File: src/rtl/fetch_pkg.sv
// Shared types and constants for the instruction fetch stage.
package fetch_pkg;
  localparam int unsigned PC_W        = 32;
  localparam int unsigned INSTR_BYTES = 4;

  typedef enum logic [1:0] {
    S_REQ,
    S_WAIT,
    S_DROP
  } fetchState_t;

  typedef struct packed {
    logic [PC_W-1:0] data;
    logic [PC_W-1:0] pc;
  } fetchEntry_t;
endpackage

File: src/rtl/fetch_queue.sv
// Small circular FIFO of fetched {instruction, pc} pairs; flush empties it in one cycle.
module fetch_queue
  import fetch_pkg::*;
#(
  parameter int unsigned DEPTH = 2
) (
  input  logic                       clock,
  input  logic                       reset,
  input  logic                       push,
  input  logic [31:0]                pushData,
  input  logic [31:0]                pushPc,
  input  logic                       pop,
  input  logic                       flush,
  output logic [$clog2(DEPTH+1)-1:0] count,
  output logic                       headValid,
  output logic [31:0]                headData,
  output logic [31:0]                headPc
);
  localparam int unsigned CNT_W = $clog2(DEPTH + 1);
  localparam int unsigned PTR_W = (DEPTH > 1) ? $clog2(DEPTH) : 1;

  fetchEntry_t        mem [DEPTH];
  logic [PTR_W-1:0]   rdPtr;
  logic [PTR_W-1:0]   wrPtr;
  logic               doPush;
  logic               doPop;

  function automatic logic [PTR_W-1:0] ptrInc(input logic [PTR_W-1:0] p);
    return (p == PTR_W'(DEPTH - 1)) ? '0 : p + PTR_W'(1);
  endfunction

  assign doPush = push && (count != CNT_W'(DEPTH));
  assign doPop  = pop && headValid;

  always_ff @(posedge clock or posedge reset) begin
    if (reset) begin
      rdPtr <= '0;
      wrPtr <= '0;
      count <= '0;
    end else if (flush) begin
      rdPtr <= '0;
      wrPtr <= '0;
      count <= '0;
    end else begin
      if (doPush) wrPtr <= ptrInc(wrPtr);
      if (doPop)  rdPtr <= ptrInc(rdPtr);
      case ({doPush, doPop})
        2'b10:   count <= count + CNT_W'(1);
        2'b01:   count <= count - CNT_W'(1);
        default: count <= count;
      endcase
    end
  end

  always_ff @(posedge clock) begin
    if (doPush && !flush) mem[wrPtr] <= '{data: pushData, pc: pushPc};
  end

  assign headValid = (count != '0);
  assign headData  = headValid ? mem[rdPtr].data : '0;
  assign headPc    = headValid ? mem[rdPtr].pc   : '0;
endmodule

File: src/rtl/fetch_unit.sv
// Instruction fetch stage: fetch PC, single-outstanding cache request FSM,
// branch redirect with wrong-path drop, and the decoder-facing queue.
module fetch_unit
  import fetch_pkg::*;
#(
  parameter int unsigned QUEUE_DEPTH = 2,
  parameter logic [31:0] RESET_PC    = 32'h0
) (
  input  logic        clock,
  input  logic        reset,
  output logic        imem_req,
  output logic [31:0] imem_addr,
  input  logic        imem_valid,
  input  logic [31:0] imem_rdata,
  output logic        instr_valid,
  output logic [31:0] instr_data,
  output logic [31:0] instr_pc,
  input  logic        instr_ready,
  input  logic        redirect_valid,
  input  logic        branch_flag,
  input  logic        uncond_branch_flag,
  input  logic        zero_flag,
  input  logic [31:0] branch_pc,
  input  logic [31:0] branch_offset
);
  localparam int unsigned CNT_W = $clog2(QUEUE_DEPTH + 1);

  fetchState_t       state;
  fetchState_t       stateNext;
  logic [PC_W-1:0]   fetchPc;
  logic [PC_W-1:0]   fetchPcNext;
  logic [PC_W-1:0]   target;
  logic [CNT_W-1:0]  count;
  logic              taken;
  logic              push;
  logic              pop;

  assign taken     = redirect_valid && (uncond_branch_flag || (branch_flag && zero_flag));
  assign target    = branch_pc + (branch_offset << 2);
  assign imem_req  = (state == S_REQ) && (count < CNT_W'(QUEUE_DEPTH)) && !reset;
  assign imem_addr = fetchPc;
  assign pop       = instr_valid && instr_ready;

  always_ff @(posedge clock or posedge reset) begin
    if (reset) begin
      state   <= S_REQ;
      fetchPc <= RESET_PC;
    end else begin
      state   <= stateNext;
      fetchPc <= fetchPcNext;
    end
  end

  always_comb begin
    stateNext   = state;
    fetchPcNext = fetchPc;
    push        = 1'b0;
    case (state)
      S_REQ:   if (imem_req) stateNext = S_WAIT;
      S_WAIT:  if (imem_valid) begin
                 push        = 1'b1;
                 fetchPcNext = fetchPc + PC_W'(INSTR_BYTES);
                 stateNext   = S_REQ;
               end
      S_DROP:  if (imem_valid) stateNext = S_REQ;
      default: stateNext = S_REQ;
    endcase
    // A request is still outstanding after this cycle exactly when the
    // normal next state is not S_REQ; on redirect that one becomes wrong-path.
    if (taken) begin
      push        = 1'b0;
      fetchPcNext = target;
      stateNext   = (stateNext == S_REQ) ? S_REQ : S_DROP;
    end
  end

  fetch_queue #(
    .DEPTH(QUEUE_DEPTH)
  ) u_queue (
    .clock    (clock),
    .reset    (reset),
    .push     (push),
    .pushData (imem_rdata),
    .pushPc   (fetchPc),
    .pop      (pop),
    .flush    (taken),
    .count    (count),
    .headValid(instr_valid),
    .headData (instr_data),
    .headPc   (instr_pc)
  );
endmodule
File: config.mk
export PLATFORM = sky130hd
export DESIGN_NAME = fetch_unit
export DESIGN_NICKNAME = d
export VERILOG_FILES = /design/src/rtl/fetch_pkg.sv /design/src/rtl/fetch_queue.sv /design/src/rtl/fetch_unit.sv
export SDC_FILE = /design/constraint.sdc
export NUM_CORES = 1
export LEC_CHECK = 0
export CAP_MARGIN = 20
export CORE_MARGIN = 2
export CORE_UTILIZATION = 40
export CTS_BUF_LIST = sky130_fd_sc_hd__clkbuf_2
export CTS_CLUSTER_SIZE = 16
export DETAILED_ROUTE_END_ITERATION = 16
export PLACE_DENSITY = 0.69
export SYNTH_ARGS = -nofsm -noshare
export SYNTH_HDL_FRONTEND = slang
export SYNTH_SLANG_ARGS = --single-unit
export TNS_END_PERCENT = 5
File: constraint.sdc
create_clock -name clock -period 3.8 [get_ports clock]
set_input_delay 1.14 -clock clock [delete_from_list [all_inputs] [get_ports clock]]
set_output_delay 1.14 -clock clock [all_outputs]
set_load 0.02 [all_outputs]
==> results.txt <==
For the finished layout, the period the worst path requires is ~3.6 ns. The vias after detailed routing came out at 6384. The launching point of the worst reg2reg path is imem_addr[2]$_DFFE_PP0P_. The library cell used most frequently in the layout, excluding fill and tap cells, is sky130_fd_sc_hd__clkdlybuf4s50_1. The die width is 151 microns. The instance area after placement is 11100 sq um. STA classifies the critical path startpoint as an input port. The clock latency on the worst-skew pair is 0.72 ns.

The number of hold-repair buffers added at the cts stage came out at 0. The unique cell type count in the Yosys netlist came out at 62. Among all flip-flop cells after synthesis, the most frequent one is sky130_fd_sc_hd__edfxtp_1.

The post-detailed-route wirelength per cell is 16.1 microns. The number of nets with antenna violations after routing came out at 0. The number of buffer cells added on primary ports came out at 199.

The worst max-slew margin expressed relative to the limit is 0.665. The tree is rooted in a sky130_fd_sc_hd__clkbuf_2. The largest fanout on the critical path is 3.

For the pin with the worst max-slew slack, the measured transition is 0.497 ns. In this run the vertical extent of the chip is 151 microns. The number of fill cells came out at 1852. The worst setup margin is 0.227 ns. The portion of the clock cycle consumed by the worst path in the final layout is 0.940. The initial detailed-routing violation count is 320. Data on the critical path is required at its endpoint by between 2 and 3 ns.

The post-route standard cell area excluding fillers came out at 11300 sq um. The run finished with clean final reports. Counting every sink on the clock net gives 166.

The count of synthesis-stage warnings from yosys is 0. The post-detailed-routing wire length came out at 20.1 mm. Between clock sinks in the finished design, the worst skew comes to 0.0297 ns. The synthesized netlist cell count came out at 746. Clock-pin slew was measured on the worst setup and hold paths at 0.19 ns. The worst setup path is captured at an output port.

The maximum level of the CTS H-tree came out at 4. Compared with the post-synthesis result, the final layout area differs by 30.9%. The largest buffer count on any clock path came out at 2.

The via count of the first global-routing pass is 6077. The timing-limited maximum frequency is 280 MHz. The average cell area after synthesis came out at 11.6 sq um. The global-route wire length before repair came out at 30.9 mm. The proportion of layout cells with a drive suffix above 1 came out at 0.0844. The switching power came out at 2.03 mW. The share of total power dissipated in sequential elements is 0.435. After global routing the overflow that remains totals 0. The total nets after synthesis is 884. The critical path starts at reset. The minimum setup slack after placement is -0.141 ns.

Of the total power, combinational logic draws 0.408. The clock network power share is 0.157. The total power is 5.66 mW.

The startpoint identified for the worst hold timing path is imem_addr[1]$_DFFE_PP0P_. The die footprint is 22800 sq um. Internal power comes to 3.63 mW.

The initial utilization of the core area, before any placement, comes to 0.409. The count of final hold-check violations was 0. For this run, the detailed router's first-pass iteration total came to 4. The final number of max-transition violations came out at 0. Power spread over the standard cell area amounts to 499 nW/um^2. The number of synthesized register bits is between 150 and 200. For this design the static power due to leakage is 4.12 nW. The HPWL reported at the end of detailed placement is 15.0 mm. Counting flops with an async set or reset pin after synthesis yields a share of 0.229. The congestion estimate from routability-driven global placement came to 0.859.

The switching portion of total power came out at 0.359. After floorplanning, the core was divided into 53 placement rows. The region available for standard cell placement spans between 20000 and 25000 sq um. In the routed layout, each cell is associated on average with a via count of 5.12. TritonCTS built the clock tree. The net total in the final layout is roughly 1100. The number of DRC violations after detailed routing is 0.

The sum of negative setup slack came out at 0 ns. The max-cap check violation count is 0. Clock tree synthesis inserted a total of 17 buffers. Setup violations remaining at the end of the flow were counted as 0. The sequential cell area fraction in the yosys report came out at 0.554.

The worst setup path is of the in2out kind. The number of I/O pins is 202. The global-route usage over all layers is 0.177. In this run the cell area of the synthesized design comes to 8650 sq um. The highest ir drop seen on vdd is 0.176 mV. In the layout the commonest cells are 199 x sky130_fd_sc_hd__clkdlybuf4s50_1, 128 x sky130_fd_sc_hd__edfxtp_1, 96 x sky130_fd_sc_hd__nor2_1, 70 x sky130_fd_sc_hd__mux2i_1, 60 x sky130_fd_sc_hd__nand2_1.

The worst endpoint data arrival time came out at about 2.4 ns. The largest net degree at the start of global routing is 42. In this run the worst hold path is classified as reg2reg. The number of enable-type register cells in the synthesized netlist came out at 128. The number of antenna violations at the first check in global routing came out at 1. Setup repair after global routing left no endpoint under its margin.
area by class of cell:
type,count,area [sq um],share of cell area
Sequential cell,166,4800,0.424
Multi-Input combinational cell,534,3670,0.324
Timing Repair Buffer,223,2230,0.197
Tap cell,275,344,0.0304
Clock buffer,23,115,0.0102
Clock inverter,9,101,0.00895
Inverter,17,63.8,0.00563
Antenna cell,1,2.50,0.000221
cell usage after synthesis (all sizes together), types with 6 or more instances:
cell type,number,share of area
o211ai,6,0.0058
and3,13,0.0095
dfrtp,38,0.11
a21o,10,0.0087
nand3,16,0.0093
a211oi,6,0.0052
o22ai,6,0.0043
inv,17,0.0074
o21ai,37,0.021
o21a,6,0.0052
nand4,13,0.010
nand2,61,0.027
xnor2,24,0.024
edfxtp,128,0.44
xor2,27,0.027
clkbuf,16,0.0074
ha,33,0.048
o31ai,6,0.0058
buf,13,0.0081
nor3,12,0.0088
mux2i,70,0.081
nor4,8,0.0093
nor2,98,0.043
a21oi,38,0.024
timing repair:
item / 4_1_cts / 5_1_grt
endpoints found under the setup margin: 30 / 2
setup buffers: 2 / 0
resized for setup: 0 / 1
endpoints found under the hold margin: 0 / 0
layer usage:
metal / wire (microns) / vias up / global-route usage
met2: 9490 / 198 / 0.293
met3: 1270 / 37 / 0.0377
li1: - / 3173 / -
met1: 8740 / 2976 / 0.223
met4: 603 / 0 / 0.0804
met5: 0 / - / 0
path summary, 6_finish.rpt:
check / endpoint / slack [ns] / cells past startpoint
max in group asynchronous: imem_addr[23]$_DFFE_PP0P_ / 2.48 / 3
worst max register to register: imem_addr[22]$_DFFE_PP0P_ / 1.49 / 8
min in group asynchronous: u_queue.rdPtr$_DFFE_PP0P_ / 0.63 / 2
worst min register to register: u_queue.mem[0][1]$_DFFE_PP_ / 0.54 / 0
worst max-delay path: imem_req / 0.23 / 5
worst min-delay path: u_queue.mem[0][1]$_DFFE_PP_ / 0.54 / 0
state kept, by name, indices dropped and copies added (netlist names):
register	flops
u_queue.wrPtr	1
u_queue.count	2
imem_addr	32
u_queue.rdPtr	1
state	2
u_queue.mem	128
per-stage QoR:
stage	hold WS (ns)	utilization	cells
final	0.544	0.535	1248
after global routing	0.564	0.535	1248
after CTS	0.543	0.535	1247
after detailed placement	0.516	0.524	1213
after global placement	0.498	0.524	1213
after floorplan	0.553	-	746
power groups by stage:
stage	Clock, mW	Combinational, mW	Sequential (mW)
CTS	0.925	2.34	2.46
floorplan	0	1.29	2.52
global route	0.994	2.51	2.49
detailed placement	0	2.28	2.54
global placement	0	2.27	2.53
finish	0.888	2.31	2.46
logic make-up (layout without fill, tap and decap cells):
logic type	after synthesis	count (layout)	synth area share
simple gates	244	244	0.136
mux	70	70	0.0810
compound gates	135	135	0.104
flops	166	166	0.554
fa+ha+maj	34	34	0.0500
buf+inv	46	272	0.0229
other cells	0	1	0
xor+xnor	51	51	0.0516
critical path, stage by stage:
cell and delay [ns]:
sky130_fd_sc_hd__clkdlybuf4s50_1 0.42, sky130_fd_sc_hd__nor2_1 0.10, sky130_fd_sc_hd__nand2_1 0.09, sky130_fd_sc_hd__inv_1 0.07, sky130_fd_sc_hd__clkdlybuf4s50_1 0.61
Note: power is estimated with default switching activity, not from simulation.
